[config.mk]
export PLATFORM = sky130hd
export DESIGN_NAME = uparc_ibus_mem_flat
export DESIGN_NICKNAME = d
export VERILOG_FILES = /design/src/rtl/uparc_ibus_mem_if.sv /design/src/rtl/uparc_ibus_mem.sv /design/src/flat_wrapper.sv
export SDC_FILE = /design/constraint.sdc
export NUM_CORES = 1
export LEC_CHECK = 0
export BUFFER_PORTS_ARGS = -buffer_cell sky130_fd_sc_hd__buf_4
export CAP_MARGIN = 15
export CORE_MARGIN = 2
export CORE_UTILIZATION = 30
export CTS_CLUSTER_DIAMETER = 30
export DETAILED_ROUTE_END_ITERATION = 16
export GPL_TIMING_DRIVEN = 0
export PLACE_DENSITY_LB_ADDON = 0.08
export SYNTH_ARGS = -nofsm -noshare
export SYNTH_HDL_FRONTEND = slang
export SYNTH_SLANG_ARGS = --single-unit
[constraint.sdc]
create_clock -name clk -period 3.4 [get_ports clk]
set_input_delay 0.85 -clock clk [delete_from_list [all_inputs] [get_ports clk]]
set_output_delay 0.85 -clock clk [all_outputs]
set_load 0.01 [all_outputs]
[src/rtl/uparc_ibus_mem_if.sv]
// rtl/uparc_ibus_mem_if.sv - Ultiparc I-Bus fetch channel between CPU fetch unit and instruction memory
interface uparc_ibus_mem_if;
    logic [31:0] i_IAddr;
    logic        i_IRdC;
    logic [31:0] o_IData;
    logic        o_IRdy;
    logic        o_IErr;

    modport master (
        output i_IAddr,
        output i_IRdC,
        input  o_IData,
        input  o_IRdy,
        input  o_IErr
    );

    modport slave (
        input  i_IAddr,
        input  i_IRdC,
        output o_IData,
        output o_IRdy,
        output o_IErr
    );
endinterface

[src/rtl/uparc_ibus_mem.sv]
// rtl/uparc_ibus_mem.sv - I-Bus instruction-memory responder with wait states; UPARC_IBUS_MEM_BUF_EN adds a last-word buffer
module uparc_ibus_mem #(
    parameter int          MEM_AW      = 14,
    parameter logic [31:0] BASE_ADDR   = 32'h0000_0000,
    parameter int          WAIT_CYCLES = 0
) (
    input  logic              clk,
    input  logic              nrst,
    uparc_ibus_mem_if.slave   bus,
    output logic [MEM_AW-1:0] o_mem_addr,
    output logic              o_mem_rd,
    input  logic [31:0]       i_mem_data,
    input  logic              inv
);
    typedef enum logic [1:0] {IDLE, MEM, RESP} state_t;

    localparam logic [3:0] WAIT_LOAD = 4'(WAIT_CYCLES);

    state_t            state;
    logic [3:0]        cnt;
    logic [MEM_AW-1:0] word;
    logic              in_win;
    logic              hit;
    logic              fill;

    assign word       = bus.i_IAddr[MEM_AW+1:2];
    assign in_win     = bus.i_IAddr[31:MEM_AW+2] == BASE_ADDR[31:MEM_AW+2];
    assign o_mem_addr = word;
    assign fill       = (state == MEM) && (cnt == 4'd0);

`ifdef UPARC_IBUS_MEM_BUF_EN
    logic              buf_valid;
    logic [MEM_AW-1:0] buf_tag;
    logic [31:0]       buf_data;

    assign hit = buf_valid && (buf_tag == word);

    // A simultaneous invalidate beats a fill so stale data can never be marked valid.
    always_ff @(posedge clk or negedge nrst) begin
        if (!nrst) begin
            buf_valid <= 1'b0;
            buf_tag   <= '0;
            buf_data  <= '0;
        end else begin
            if (fill) begin
                buf_tag  <= word;
                buf_data <= i_mem_data;
            end
            if (inv)
                buf_valid <= 1'b0;
            else if (fill)
                buf_valid <= 1'b1;
        end
    end

    wire unused_addr = ^bus.i_IAddr[1:0];
`else
    assign hit = 1'b0;

    wire unused_addr = ^{bus.i_IAddr[1:0], inv, fill};
`endif

    // Strobe only while sampling a new in-window miss; reset forces it low.
    assign o_mem_rd = nrst && (state == IDLE) && bus.i_IRdC && in_win && !hit;

    always_ff @(posedge clk or negedge nrst) begin
        if (!nrst) begin
            state       <= IDLE;
            cnt         <= 4'd0;
            bus.o_IRdy  <= 1'b0;
            bus.o_IErr  <= 1'b0;
            bus.o_IData <= 32'd0;
        end else begin
            case (state)
                IDLE: begin
                    if (bus.i_IRdC) begin
                        if (!in_win) begin
                            bus.o_IErr <= 1'b1;
                            state      <= RESP;
                        end else if (hit) begin
`ifdef UPARC_IBUS_MEM_BUF_EN
                            bus.o_IData <= buf_data;
`endif
                            bus.o_IRdy  <= 1'b1;
                            state       <= RESP;
                        end else begin
                            cnt   <= WAIT_LOAD;
                            state <= MEM;
                        end
                    end
                end
                MEM: begin
                    if (cnt == 4'd0) begin
                        bus.o_IData <= i_mem_data;
                        bus.o_IRdy  <= 1'b1;
                        state       <= RESP;
                    end else begin
                        cnt <= cnt - 4'd1;
                    end
                end
                RESP: begin
                    // The request still on the bus belongs to the one just completed.
                    bus.o_IRdy  <= 1'b0;
                    bus.o_IErr  <= 1'b0;
                    bus.o_IData <= 32'd0;
                    state       <= IDLE;
                end
                default: state <= IDLE;
            endcase
        end
    end
endmodule

[src/flat_wrapper.sv]
// flat-port wrapper written by rule: the top's interface ports become plain ports
module uparc_ibus_mem_flat 
#(
    parameter int          MEM_AW      = 14,
    parameter logic [31:0] BASE_ADDR   = 32'h0000_0000,
    parameter int          WAIT_CYCLES = 0
)
  (clk, nrst, o_mem_addr, o_mem_rd, i_mem_data, inv, bus_i_IAddr, bus_i_IRdC, bus_o_IData, bus_o_IRdy, bus_o_IErr);
  uparc_ibus_mem_if bus_i ();
  input  logic clk;
  input  logic nrst;
  output logic [MEM_AW-1:0] o_mem_addr;
  output logic o_mem_rd;
  input  logic [31:0] i_mem_data;
  input  logic inv;
  input wire logic [$bits(bus_i.i_IAddr)-1:0] bus_i_IAddr;
  input wire logic [$bits(bus_i.i_IRdC)-1:0] bus_i_IRdC;
  output wire logic [$bits(bus_i.o_IData)-1:0] bus_o_IData;
  output wire logic [$bits(bus_i.o_IRdy)-1:0] bus_o_IRdy;
  output wire logic [$bits(bus_i.o_IErr)-1:0] bus_o_IErr;
  assign bus_i.i_IAddr = bus_i_IAddr;
  assign bus_i.i_IRdC = bus_i_IRdC;
  assign bus_o_IData = bus_i.o_IData;
  assign bus_o_IRdy = bus_i.o_IRdy;
  assign bus_o_IErr = bus_i.o_IErr;
  uparc_ibus_mem #(.MEM_AW(MEM_AW), .BASE_ADDR(BASE_ADDR), .WAIT_CYCLES(WAIT_CYCLES)) u_core (.clk(clk), .nrst(nrst), .bus(bus_i), .o_mem_addr(o_mem_addr), .o_mem_rd(o_mem_rd), .i_mem_data(i_mem_data), .inv(inv));
endmodule
## Yosys cells after proc, flatten, opt, wreduce, memory -nomap -nowiden

Cells that the tools add are included.

- Word-level logic and storage cells: 41
- Input port bits: 68
- Bits in registers: 40
- Output and inout bits: 49

- Reductions and logical operators: 13
- Muxes and demuxes: 15
- Eq/ne operators: 7
- $add $sub $neg: 1

Operators by type and width:

| operator | count |
|---|---|
| $pmux W32 S2 | 1 |
| $mux W32 | 1 |
| $logic_not A16 Y1 | 1 |
| $mux W4 | 3 |
| $ne A2 B2 Y1 const B | 4 |
| $pmux W4 S2 | 1 |
| $mux W2 | 3 |
| $reduce_bool A2 Y1 | 3 |
| $logic_not A4 Y1 | 1 |
| $pmux W1 S2 | 2 |
| $pmux W2 S2 | 1 |
| $reduce_and A2 Y1 | 2 |
| $reduce_and A4 Y1 | 1 |
| $sub A4 B1 Y4 const B | 1 |
| $logic_and A1 B1 Y1 | 3 |
| $mux W1 | 3 |
| $reduce_and A3 Y1 | 1 |
| $eq A2 B1 Y1 const B | 1 |
| $eq A2 B2 Y1 const B | 1 |
| $logic_not A2 Y1 | 1 |
| $ne A2 B1 Y1 const B | 1 |

## Logic depth before layout (Yosys ltp)

- Depth after elaboration: 4
- Mapped depth: 7

## Worst setup path after synthesis

No wires, ideal clock.

- Path type: in2out
- Start: in bus_i_IAddr[26]
- End: out o_mem_rd
- Arrival: 1.747 ns
- Path slack: 0.803 ns
- Data required time: 2.550 ns
- Buffers on the path: 0
- Stages on the path: 3
- Cells stage by stage: nor4_1 nand4_1 nor4_1

- Word-level cells in the longest chain between the ends: 2

Ends and longest elaborated chain:

| item | RTL line | text |
|---|---|---|
| start: declaration | flat_wrapper.sv:16 | `input wire logic [$bits(bus_i.i_IAddr)-1:0] bus_i_IAddr;` |
| $logic_not A16 Y1 | uparc_ibus_mem.sv:27 | `assign in_win = bus.i_IAddr[31:MEM_AW+2] == BASE_ADDR[31:MEM_AW+2];` |
| $logic_and A1 B1 Y1 | uparc_ibus_mem.sv:64 | `assign o_mem_rd = nrst && (state == IDLE) && bus.i_IRdC && in_win && !hit;` |
| end: declaration | flat_wrapper.sv:13 | `output logic o_mem_rd;` |

No other way between the ends.

## Worst setup path after layout

Ends and elaborated chain as after synthesis.

==> impl_metrics.csv <==
group,metric,value,unit
floorplan,die_x,78.9,microns
placement,dp.cells,304,
clock_network,cts.sinks,40,
timing,post-route-period-util,0.828,
power_and_ir_drop,p_total,2230,uW
synth,synth_nets,202,
synth,ys_types,28,
clock_network,cts_tree,"built",
placement,place_congestion,0.752,
floorplan,floorplan.initialDensity,0.307,
clock_network,clock_path_buffers,2,
critical_path,slowest_delay,0.38,ns
timing,finalHoldViolations,0,
placement,place_hpwl,3000,microns
min_path,hp-class,"reg2reg",
synth,synth_area_leaders,"dfrtp_1, a22o_1, buf_4",
clock_network,clkSlewWorstSetupHoldPaths,0.07,ns
route,first_pass_iters,4,
clock_network,hold_buffers,0,
synth,ys_ff_latch,40,
floorplan,coreArea,0.00547,sq mm
global_routing,antenna_found_initial,0,
synth,synth-seq-area-share,0.595,
synth,syn_inst,133,
critical_path,crit_fanout,2,
power_and_ir_drop,p_leak,0.00139,uW
route,via_count,1445,
clock_network,clk_latency,0.29,ns
critical_path,cp.arrival,1.96,ns
finish,regArea,0.00100,sq mm
route,routed_wl,4070,microns
finish,multi_input_area,505,sq um
synth,syn_area,0.00168,sq mm
finish,diodes,0,
global_routing,grt_pass1_vias,1396,
critical_path,critPathKind,"in2out",
finish,instances_no_fill,311,
floorplan,die_h,78.9,microns
run,cap_violations,0,
timing,worst_pin_slew,0.507,ns
route,wire_per_inst,13.1,microns
route,ant_nets,0,
floorplan,dieArea,0.00622,sq mm
timing,layout_setup_ws,0.586,ns
synth,yosys.cell_count.top_type,"dfrtp_1",
global_routing,grt_max_degree,42,
critical_path,crit_path_start_kind,"primary input",
clock_network,cts_root_buffer,"clkbuf_8",
finish,drive_above_1_share,0.548,
critical_path,cp_slowest_cell,"nor4_1",
critical_path,cp.required,2.55,ns
synth,synth-edff-count,0,
placement,post-place-ws,0.596,ns
finish,fin_nets,308,
synth,ys_async_sr_fraction,1.00,
timing,maxSlewHeadroom,0.662,
timing,fmax,355,MHz
timing,fin_setup_tns,0,ns
placement,port_buffers,99,
route,drtIter0Drc,35,
synth,yosysTopAreaCellShare,0.595,
timing,setup_viol,0,
clock_network,cts_buffers,5,
synth,yosys_warnings,0,
synth,synthTopCellsByCount,"dfrtp_1, a22o_1, buf_4",
clock_network,htree_levels,2,
synth,syn_avg_cell_area,12.7,sq um
global_routing,grt.overflow.total,0,
synth,ys_dominant_reg_cell,"dfrtp_1",
floorplan,io_pins,117,
status,outcome,"completed",
route,drc,0,
floorplan,row_count,27,
critical_path,end_kind,"output port",
global_routing,grt_pass1_wl,6390,microns
timing,rsz0062_at_grt,"false",
timing,finalCriticalPeriod,2.81,ns
route,viasPerCell,4.65,
timing,holdWs,0.503,ns
finish,num-fill-cells,531,
synth,synth_top_area_cell,"dfrtp_1",
clock_network,postCtsSetupBuffers,0,
timing,finalMaxSlewViolations,0,
global_routing,grt_usage,0.132,
clock_network,cts_resized,0,
power_and_ir_drop,peakVddDrop,0.351,mV
critical_path,crit_chain,"buf_4 -> nor4_1 -> nand4_1 -> nor4_1 -> buf_4",
timing,fin_skew,0.00726,ns
power_and_ir_drop,power.density,853,mW/mm^2
finish,area_growth,55.2,%
## per-stage QoR
| step | area, sq um | utilization |
|---|---|---|
| global placement | 2520 | 0.460 |
| global route | 2610 | 0.477 |
| CTS | 2610 | 0.477 |
| detailed placement | 2520 | 0.460 |
| finish | 2610 | 0.477 |
| floorplan | 1680 | - |
## power breakdown
part           internal [uW]  total, uW  switching (uW)
clock network            181        335             154
registers                712        860             149
logic                    566       1030             468
## kinds of logic (layout without fill, tap and decap cells)
group,after synthesis,in the layout,synth area share
adders and majority gates,1,1,0.00743
AOI/OAI and AO/OA,42,42,0.206
DFF,40,40,0.595
and+or+nand+nor,24,24,0.0870
buffers and inverters,26,132,0.105
## state kept, by name, summed over array words and instances (netlist names)
register / count
u_core.bus.o_IErr: 1
u_core.state: 2
u_core.bus.o_IData: 32
u_core.bus.o_IRdy: 1
u_core.cnt: 4
## path summary, 6_finish.rpt
check                                                   from                                  to  slack (ns)  depth (start not counted)
setup / recovery                             bus_i_IAddr[26]                            o_mem_rd        0.59                          5
hold / removal             u_core.bus.o_IData[9]$_DFFE_PN0P_   u_core.bus.o_IData[9]$_DFFE_PN0P_        0.50                          1
setup reg to reg                   u_core.cnt[0]$_DFFE_PN0P_   u_core.bus.o_IData[0]$_DFFE_PN0P_        1.61                          7
hold reg to reg            u_core.bus.o_IData[9]$_DFFE_PN0P_   u_core.bus.o_IData[9]$_DFFE_PN0P_        0.50                          1
max in group asynchronous                               nrst  u_core.bus.o_IData[20]$_DFFE_PN0P_        2.51                          1
min in group asynchronous                               nrst  u_core.bus.o_IData[30]$_DFFE_PN0P_        0.53                          1
## layer usage
layer	wire length (microns)	share of wire	global-route usage	vias to the layer above
li1	-	-	-	688
met1	1660	0.41	0.162	668
met2	1780	0.44	0.204	82
met3	571	0.14	0.0602	7
met4	62	0.015	0.0517	0
met5	0	0	0	-
## worst max-delay path, delay by kind of cell
kind	cells	cell delay [ns]
and+or+nand+nor	3	0.83
buffers and inverters	2	0.28
## cells in the final DEF, fill, tap and decap left out, drive strengths merged, types with 2 or more instances in the layout
cell    count
buf       119
clkbuf      7
o21bai      2
dfrtp      40
nand2       2
nand2b      2
nor4        5
a22o       32
o21ai       3
nor2        7
nor3        3
inv         6
## area by class of cell
type	count	area share
well taps	72	0.0345
clock buffers	7	0.0369
multi-input cells	67	0.193
repair buffers	99	0.284
flip-flops and latches	40	0.383
plain buffers	20	0.0589
inverters	6	0.00862
Note: power is estimated with default switching activity, not from simulation.
